File: src/rtl/mem_stage_sram_ctrl.sv
// ---------------------------------------------------------------------------
// mem_stage_sram_ctrl
//   Memory stage of the 5-stage pipeline, between EX/MEM and MEM/WB.
//   Turns a load/store into a multi-cycle request/ready handshake with an
//   external SRAM controller. It stalls the upstream pipeline while an access
//   is in flight and holds the MEM/WB pipeline register.
//
// Ports
//   clk, rst          : rising-edge clock, asynchronous active-high reset
//   MEM_R_EN/MEM_W_EN : load / store in this stage (store wins if both set)
//   WB_EN_in, dest_in : write-back enable and destination register
//   ALU_res, ST_value : byte address (or ALU result) and store data
//   mem_req/mem_we    : request and direction to the SRAM controller
//   mem_addr/mem_wdata: word address and write data
//   mem_rdata/mem_ready: read data and one-cycle completion pulse
//   freeze            : stall for PC, IF/ID, ID/EX and EX/MEM
//   mem_err           : sticky timeout flag, cleared only by rst
//   *_out             : MEM/WB pipeline register
// ---------------------------------------------------------------------------
module mem_stage_sram_ctrl #(
    parameter int WORD_LEN       = 32,
    parameter int MEM_ADDR_LEN   = 16,
    parameter int ADDR_BASE      = 1024,
    parameter int TIMEOUT_CYCLES = 15
) (
    input  logic                    clk,
    input  logic                    rst,
    input  logic                    MEM_R_EN,
    input  logic                    MEM_W_EN,
    input  logic                    WB_EN_in,
    input  logic [4:0]              dest_in,
    input  logic [WORD_LEN-1:0]     ALU_res,
    input  logic [WORD_LEN-1:0]     ST_value,
    output logic                    mem_req,
    output logic                    mem_we,
    output logic [MEM_ADDR_LEN-1:0] mem_addr,
    output logic [WORD_LEN-1:0]     mem_wdata,
    input  logic [WORD_LEN-1:0]     mem_rdata,
    input  logic                    mem_ready,
    output logic                    freeze,
    output logic                    mem_err,
    output logic                    WB_EN_out,
    output logic                    MEM_R_EN_out,
    output logic [4:0]              dest_out,
    output logic [WORD_LEN-1:0]     ALU_res_out,
    output logic [WORD_LEN-1:0]     MEM_res_out
);

    localparam int CNT_W = (TIMEOUT_CYCLES > 1) ? $clog2(TIMEOUT_CYCLES) : 1;
    localparam logic [CNT_W-1:0] CNT_LAST = CNT_W'(TIMEOUT_CYCLES - 1);

    typedef enum logic [1:0] {
        IDLE,
        BUSY,
        DONE
    } state_e;

    state_e                state_q, state_d;
    logic [CNT_W-1:0]      cnt_q, cnt_d;
    logic [WORD_LEN-1:0]   rdata_q, rdata_d;
    logic                  err_q, err_d;
    logic                  wb_en_q, wb_en_d;
    logic                  mem_r_en_q, mem_r_en_d;
    logic [4:0]            dest_q, dest_d;
    logic [WORD_LEN-1:0]   alu_res_q, alu_res_d;
    logic [WORD_LEN-1:0]   mem_res_q, mem_res_d;

    logic                  acc;
    logic                  is_read;
    logic                  req_c;
    logic                  freeze_c;
    logic [WORD_LEN-1:0]   addr_off;

    assign acc      = MEM_R_EN | MEM_W_EN;
    assign is_read  = MEM_R_EN & ~MEM_W_EN;
    assign addr_off = ALU_res - WORD_LEN'(ADDR_BASE);

    assign mem_addr  = MEM_ADDR_LEN'(addr_off >> 2);
    assign mem_wdata = ST_value;
    assign mem_we    = MEM_W_EN;

    // Request and stall are combinational so a new access stalls the
    // pipeline in its first IDLE cycle; rst forces both low immediately.
    assign mem_req = req_c & ~rst;
    assign freeze  = freeze_c & ~rst;
    assign mem_err = err_q;

    assign WB_EN_out    = wb_en_q;
    assign MEM_R_EN_out = mem_r_en_q;
    assign dest_out     = dest_q;
    assign ALU_res_out  = alu_res_q;
    assign MEM_res_out  = mem_res_q;

    always_comb begin
        state_d  = state_q;
        cnt_d    = cnt_q;
        rdata_d  = rdata_q;
        err_d    = err_q;
        req_c    = 1'b0;
        freeze_c = 1'b0;

        unique case (state_q)
            IDLE: begin
                if (acc) begin
                    req_c    = 1'b1;
                    freeze_c = 1'b1;
                    cnt_d    = '0;
                    state_d  = BUSY;
                end
            end
            BUSY: begin
                req_c    = 1'b1;
                freeze_c = 1'b1;
                // A ready on the last allowed cycle still completes normally.
                if (mem_ready) begin
                    if (is_read) begin
                        rdata_d = mem_rdata;
                    end
                    state_d = DONE;
                end else if (cnt_q == CNT_LAST) begin
                    err_d   = 1'b1;
                    rdata_d = '0;
                    state_d = DONE;
                end else begin
                    cnt_d = cnt_q + 1'b1;
                end
            end
            DONE: begin
                state_d = IDLE;
            end
            default: begin
                state_d = IDLE;
            end
        endcase

        // MEM/WB: a stall inserts a bubble (control bits cleared, data held).
        wb_en_d    = wb_en_q;
        mem_r_en_d = mem_r_en_q;
        dest_d     = dest_q;
        alu_res_d  = alu_res_q;
        mem_res_d  = mem_res_q;
        if (freeze_c) begin
            wb_en_d    = 1'b0;
            mem_r_en_d = 1'b0;
        end else begin
            wb_en_d    = WB_EN_in;
            mem_r_en_d = is_read;
            dest_d     = dest_in;
            alu_res_d  = ALU_res;
            mem_res_d  = (state_q == DONE && is_read) ? rdata_q : '0;
        end
    end

    always_ff @(posedge clk or posedge rst) begin
        if (rst) begin
            state_q    <= IDLE;
            cnt_q      <= '0;
            rdata_q    <= '0;
            err_q      <= 1'b0;
            wb_en_q    <= 1'b0;
            mem_r_en_q <= 1'b0;
            dest_q     <= '0;
            alu_res_q  <= '0;
            mem_res_q  <= '0;
        end else begin
            state_q    <= state_d;
            cnt_q      <= cnt_d;
            rdata_q    <= rdata_d;
            err_q      <= err_d;
            wb_en_q    <= wb_en_d;
            mem_r_en_q <= mem_r_en_d;
            dest_q     <= dest_d;
            alu_res_q  <= alu_res_d;
            mem_res_q  <= mem_res_d;
        end
    end

endmodule

File: config.mk
export PLATFORM = sky130hd
export DESIGN_NAME = mem_stage_sram_ctrl
export DESIGN_NICKNAME = d
export VERILOG_FILES = /design/src/rtl/mem_stage_sram_ctrl.sv
export SDC_FILE = /design/constraint.sdc
export NUM_CORES = 1
export LEC_CHECK = 0
export ABC_CLOCK_PERIOD_IN_PS = 3500
export CAP_MARGIN = 20
export CORE_MARGIN = 2
export CORE_UTILIZATION = 41
export DETAILED_ROUTE_END_ITERATION = 8
export MAX_ROUTING_LAYER = met4
export PLACE_DENSITY = 0.83
export RECOVER_POWER = 50
export SLEW_MARGIN = 20
export SYNTH_ARGS = -nofsm -noshare
export SYNTH_HDL_FRONTEND = slang
export SYNTH_SLANG_ARGS = --single-unit
File: constraint.sdc
create_clock -name clk -period 3.5 [get_ports clk]
set_input_delay 0.35 -clock clk [delete_from_list [all_inputs] [get_ports clk]]
set_output_delay 0.35 -clock clk [all_outputs]
set_load 0.1 [all_outputs]
Word level (Yosys, flattened, before mapping)
Cells that the tools add are included.

operators by class
  add/subtract/negate cells = 2
  eq/ne operators = 8
  muxes and demuxes = 16
  bitwise logic cells = 6
  reduce and logical (&&, ||, !) cells = 8

operator list
  cell                                                                    number
  32-bit 2-to-1 mux                                                       4
  18-bit by 11-bit subtractor with 18-bit output (second input constant)  1
  4-bit 2-to-1 mux                                                        3
  4-bit one-hot mux with 2 select lines                                   1
  2-bit 2-to-1 mux                                                        3
  2-bit != test (second input constant)                                   3
  3-bit AND reduction                                                     2
  4-bit by 1-bit adder with 4-bit output (second input constant)          1
  4-bit == test (second input constant)                                   1
  2-bit one-hot mux with 2 select lines                                   1
  4-bit AND reduction                                                     1
  2-bit nonzero test                                                      2
  1-bit 2-to-1 mux                                                        3
  3-bit != test (second input constant)                                   1
  1-bit inverter                                                          3
  1-bit bitwise AND                                                       2
  2-bit by 1-bit == test with 1-bit output (second input constant)        1
  2-bit == test (second input constant)                                   1
  2-bit zero test                                                         1
  2-bit by 1-bit != test with 1-bit output (second input constant)        1
  1-bit one-hot mux with 2 select lines                                   1
  2-bit AND reduction                                                     1
  1-bit logical AND                                                       1
  1-bit bitwise OR                                                        1

word-level totals
  register bits = 110
  input bits = 107
  output and inout bits = 123
  logic and storage cells = 49

Logic depth before layout (Yosys ltp)
  depth after elaboration = 4
  gate-level depth with buffers = 7
  depth with buffers taken out = 6

Least setup slack after synthesis
OpenSTA, ideal clock, no wires.

  kind = flip-flop to output port
  start = register state_q[0]
  end = output mem_req
  arrival = 3.148 ns
  required time = 3.150 ns
  setup slack = 0.002 ns
  stages on the path, launching flop included = 4
  buffers on the path = 1
  path through = dfrtp_1 > nor3_1 > nor3_1 > buf_4

on the way
  longest elaborated chain between the ends = 3
  elaborated cells on any way between the ends = 4
  classes of those cells = eq/ne: 1; mux: 1; bitwise: 1; reduce/logical: 1

RTL lines
  item                                                                                line  source
  from (decl)                                                                         58    state_e state_q, state_d;
  from (signal assigned)                                                              166   state_q <= state_d;
  2-bit by 1-bit == test with 1-bit output / 2-bit zero test (equally long branches)  -
  1-bit one-hot mux with 2 select lines (*)                                           -
  1-bit bitwise AND (*)                                                               -
  to (decl)                                                                           34    output logic mem_req,

Mark *: on every way between the ends. The rest lies on a longest branch, timed or not.

Worst setup path in the final report
  start = input MEM_W_EN
  end = register alu_res_q[12], in the netlist ALU_res_out[12]

on the way
  longest elaborated chain between the ends = 3

RTL lines
  item                                   line  source
  from (decl)                            29    input logic MEM_W_EN,
  1-bit bitwise OR                       74    assign acc = MEM_R_EN | MEM_W_EN;
  1-bit 2-to-1 mux                       104   if (acc) begin
  1-bit one-hot mux with 2 select lines  102   unique case (state_q)
  to (signal assigned)                   173   alu_res_q <= alu_res_d;
  to (decl)                              65    logic [WORD_LEN-1:0] alu_res_q, alu_res_d;

Every way passes these cells.
A chain may end at the register's enable or synchronous reset.

==> PnR_summary.wiki <==
{| class="wikitable"
! Metric !! Value
|-
| Result of the run || complete, but fails checks
|-
| Violated checks || max-capacitance violations, max-slew violations
|-
| Time the worst path needs with I/O delays and setup || 2.78 ns
|-
| Die height || 112 um
|-
| FF+latch area || 2750 sq um
|-
| Average cell area after synthesis || 12.4 sq um
|-
| Remaining antenna violation count || 0
|-
| Number of unique standard cell types used by synthesis || 35
|-
| Number of violations reported at the end of detailed-routing iteration 0 || 106
|-
| Global route total overflow || 0
|-
| Clock tree root driver cell || sky130_fd_sc_hd__clkbuf_16
|-
| Max-cap violations || 2
|-
| Number of hold-slack violations in the final timing report || 0
|-
| Number of global-route vias before repair || 3454
|-
| Area occupied by multi-input gates || 1480 sq um
|-
| Cell type contributing the most total cell area after synthesis || sky130_fd_sc_hd__dfrtp_1
|-
| Post-CTS resize count || 0
|-
| Number of pins with negative max-slew slack in the final report || 101
|-
| Maximum buffer depth of the clock tree || 2
|-
| Area of the core region || 11400 sq um
|-
| P per Cell Area || 1070 nW/um^2
|-
| Most frequent cells after synthesis || sky130_fd_sc_hd__dfrtp_1 (110), sky130_fd_sc_hd__buf_4 (42), sky130_fd_sc_hd__inv_1 (40), sky130_fd_sc_hd__mux2_2 (37), sky130_fd_sc_hd__nand2_1 (33)
|-
| Data required time of the worst path || 3.71 ns
|-
| VDD IR-drop max || 0.791 mV
|-
| Later-pin clock latency in the skew report || 0.33 ns
|-
| Number of placed I/O pins || 230
|-
| Fraction of synthesis flops using an asynchronous set or reset pin || 100%
|-
| Arrival time worst endpoint || 2.99 ns
|-
| CTS Hold Bufs || 0
|-
| Horizontal die dimension || 112 um
|-
| Post-synthesis instance area || 4800 sq um
|-
| Main area contributors after synthesis || sky130_fd_sc_hd__dfrtp_1 (57%), sky130_fd_sc_hd__mux2_2 (8.7%), sky130_fd_sc_hd__mux2i_1 (6.7%), sky130_fd_sc_hd__buf_4 (6.6%), sky130_fd_sc_hd__a22o_1 (5.8%)
|-
| Share of Yosys cell area claimed by the top area cell type || 57.4%
|-
| Cell at the slowest stage of the critical path || sky130_fd_sc_hd__nor2_1
|-
| Layout cells sized above 1 || 13.5%
|-
| Flops & latches, synth || 110
|-
| Sinks on the clock net || 110
|-
| Number of setup violations in the final report || 0
|-
| Class of the most critical hold timing path || reg2reg
|-
| Clock transition at the registers of the reported paths || 0.07 ns
|-
| EDFF count, synth || 0
|-
| Detailed-routing iteration count for the pre-antenna-repair pass || 4
|-
| Overall Global Routing Usage || 17.6%
|-
| Total Wirelength || 10600 um
|-
| Top_reg_cell synth || sky130_fd_sc_hd__dfrtp_1
|-
| Sequential area share after synthesis || 57.4%
|-
| Unrepaired setup endpoints after global routing || no
|-
| CTS H-Tree Depth || 3
|-
| Number of instances in the synthesized netlist || 388
|-
| Number of buffer cells added on primary ports || 165
|-
| Number of placement rows || 39
|-
| Average via count per standard cell || 5.01
|-
| First-pass GRT wire length || 17300 um
|-
| Starting density of the core || 42.0%
|-
| Clock buffer count from CTS || 9
|-
| Hold slack || 0.497 ns
|-
| Area added between synthesis and finish || 35.5%
|-
| Net count reported at finish || 618
|-
| Antenna fix cells || 0
|-
| Number of antenna violations at the first check in global routing || 0
|-
| CTS tree || built
|-
| Worst clock skew || 0.00931 ns
|-
| Final HPWL DP || 7590 um
|-
| Critical path capture point type || flop
|-
| Overall die area || 12600 sq um
|-
| CP max stage delay || 1.18 ns
|-
| FILL cells || 971
|-
| Highest fanout seen on the critical path || 52
|-
| Worst slew pin tran || 1.66 ns
|-
| Maximum number of pins on one net before global-route repair || 81
|-
| Drt drc || 0
|-
| Peak Freq || 359 MHz
|-
| Leak Pwr || 0.00288 uW
|-
| CP Cell Sequence || dlygate4sd3_1 -> nor3_1 -> nor2_1 -> buf_12 -> mux2_2
|-
| Startpoint-to-endpoint class of the critical path || in2reg
|-
| Number of warning messages in the yosys log || 0
|-
| Nature of the critical path startpoint || input port
|-
| Most frequent cell after synthesis || sky130_fd_sc_hd__dfrtp_1
|-
| Syn_nets || 498
|-
| Final estimated routing congestion in global placement || 0.798
|-
| Total Neg Setup Slack || 0 ns
|-
| Tcrit/Tclk final || 79.5%
|-
| Worst-case headroom to the max-slew limit || -11.0%
|-
| Total number of vias || 3286
|-
| Average wire per cell in the routed design || 16.1 um
|-
| Buffers inserted by post-CTS timing repair || 0
|}
## metrics by stage
stage          area [sq um]  utilization, %  setup slack, ns  std cells  power (uW)
2_1_floorplan          4800               -          0.00239        388        5210
3_3_place_gp           6220            54.5            0.706        639        5910
3_5_place_dp           6250            54.7            0.773        640        6000
4_1_cts                6550            57.4            0.984        656        7030
5_1_grt                6500            56.9            0.526        656        7250
6_report               6500            56.9            0.716        656        6950
## where the power goes
| part | internal [uW] | switching (uW) |
|---|---|---|
| clock network | 572 | 439 |
| logic | 1040 | 2860 |
| registers | 1760 | 280 |
| total | 3370 | 3580 |
## cells in the final DEF, fill, tap and decap left out, types with 2 or more instances in the layout
cell type | netlist | routed
sky130_fd_sc_hd__clkdlybuf4s50_1 | 0 | 144
sky130_fd_sc_hd__dfrtp_1 | 110 | 110
sky130_fd_sc_hd__inv_1 | 40 | 39
sky130_fd_sc_hd__mux2_2 | 37 | 37
sky130_fd_sc_hd__nand2_1 | 33 | 33
sky130_fd_sc_hd__a22o_1 | 32 | 32
sky130_fd_sc_hd__mux2i_1 | 32 | 32
sky130_fd_sc_hd__clkbuf_1 | 7 | 12
sky130_fd_sc_hd__buf_4 | 42 | 11
sky130_fd_sc_hd__clkbuf_16 | 0 | 9
sky130_fd_sc_hd__nor2_1 | 5 | 6
sky130_fd_sc_hd__xor2_1 | 5 | 5
sky130_fd_sc_hd__nor3_1 | 3 | 3
sky130_fd_sc_hd__ha_1 | 3 | 3
sky130_fd_sc_hd__clkinv_2 | 0 | 3
sky130_fd_sc_hd__and3b_1 | 2 | 2
sky130_fd_sc_hd__or4_1 | 2 | 2
sky130_fd_sc_hd__nor4_1 | 2 | 2
sky130_fd_sc_hd__clkinvlp_4 | 0 | 2
sky130_fd_sc_hd__o211ai_1 | 2 | 2
sky130_fd_sc_hd__nor3b_1 | 2 | 2
sky130_fd_sc_hd__dlygate4sd3_1 | 0 | 2
## per-layer routing
layer  vias up  global-route usage, %  part of all wire [%]
met5         -                      -                     0
met4         0                   5.77                   1.2
met3        12                   3.78                   7.0
met2       159                   29.0                    50
met1      1610                   21.7                    42
li1       1505                      -                     -
## registers in the layout, summed over array words and instances (netlist names)
| register | flops |
|---|---|
| WB_EN_out | 1 |
| ALU_res_out | 32 |
| rdata_q | 32 |
| cnt_q | 4 |
| state_q | 2 |
| dest_out | 5 |
| MEM_R_EN_out | 1 |
| mem_err | 1 |
| MEM_res_out | 32 |
## cell type report
type,count,share of cell area [%]
timing repair buffer,171,25.2
tap,143,2.75
sequential,110,42.4
multi-input combinational,176,22.7
inverter,40,2.37
clock buffer,10,3.68
clock inverter,6,0.944
## final timing paths
path	start	slack, ns	cells past startpoint	to
min in group asynchronous	rst	0.99	2	ALU_res_out[30]
max in group asynchronous	rst	1.03	3	rdata_q[15]
worst max-delay path	MEM_W_EN	0.72	5	ALU_res_out[12]
worst min register to register	rdata_q[17]	0.50	1	MEM_res_out[17]
worst max register to register	state_q[0]	0.85	4	ALU_res_out[12]
worst min-delay path	rdata_q[17]	0.50	1	MEM_res_out[17]
## critical path: cells and delay by family
kind	cells	cell delay, ns
mux	1	0.38
simple gates	2	1.28
buf+inv	2	0.97
## cells by family (layout without fill, tap and decap cells)
kind of cell	Yosys count	count (layout)	synth area share, %
xor+xnor	6	6	1.10
simple gates	58	58	5.77
flops	110	110	57.4
fa+ha+maj	3	3	0.783
buf+inv	102	227	12.1
mux	70	70	15.6
compound gates	39	39	7.25
Power figures use the tool's default switching activity.
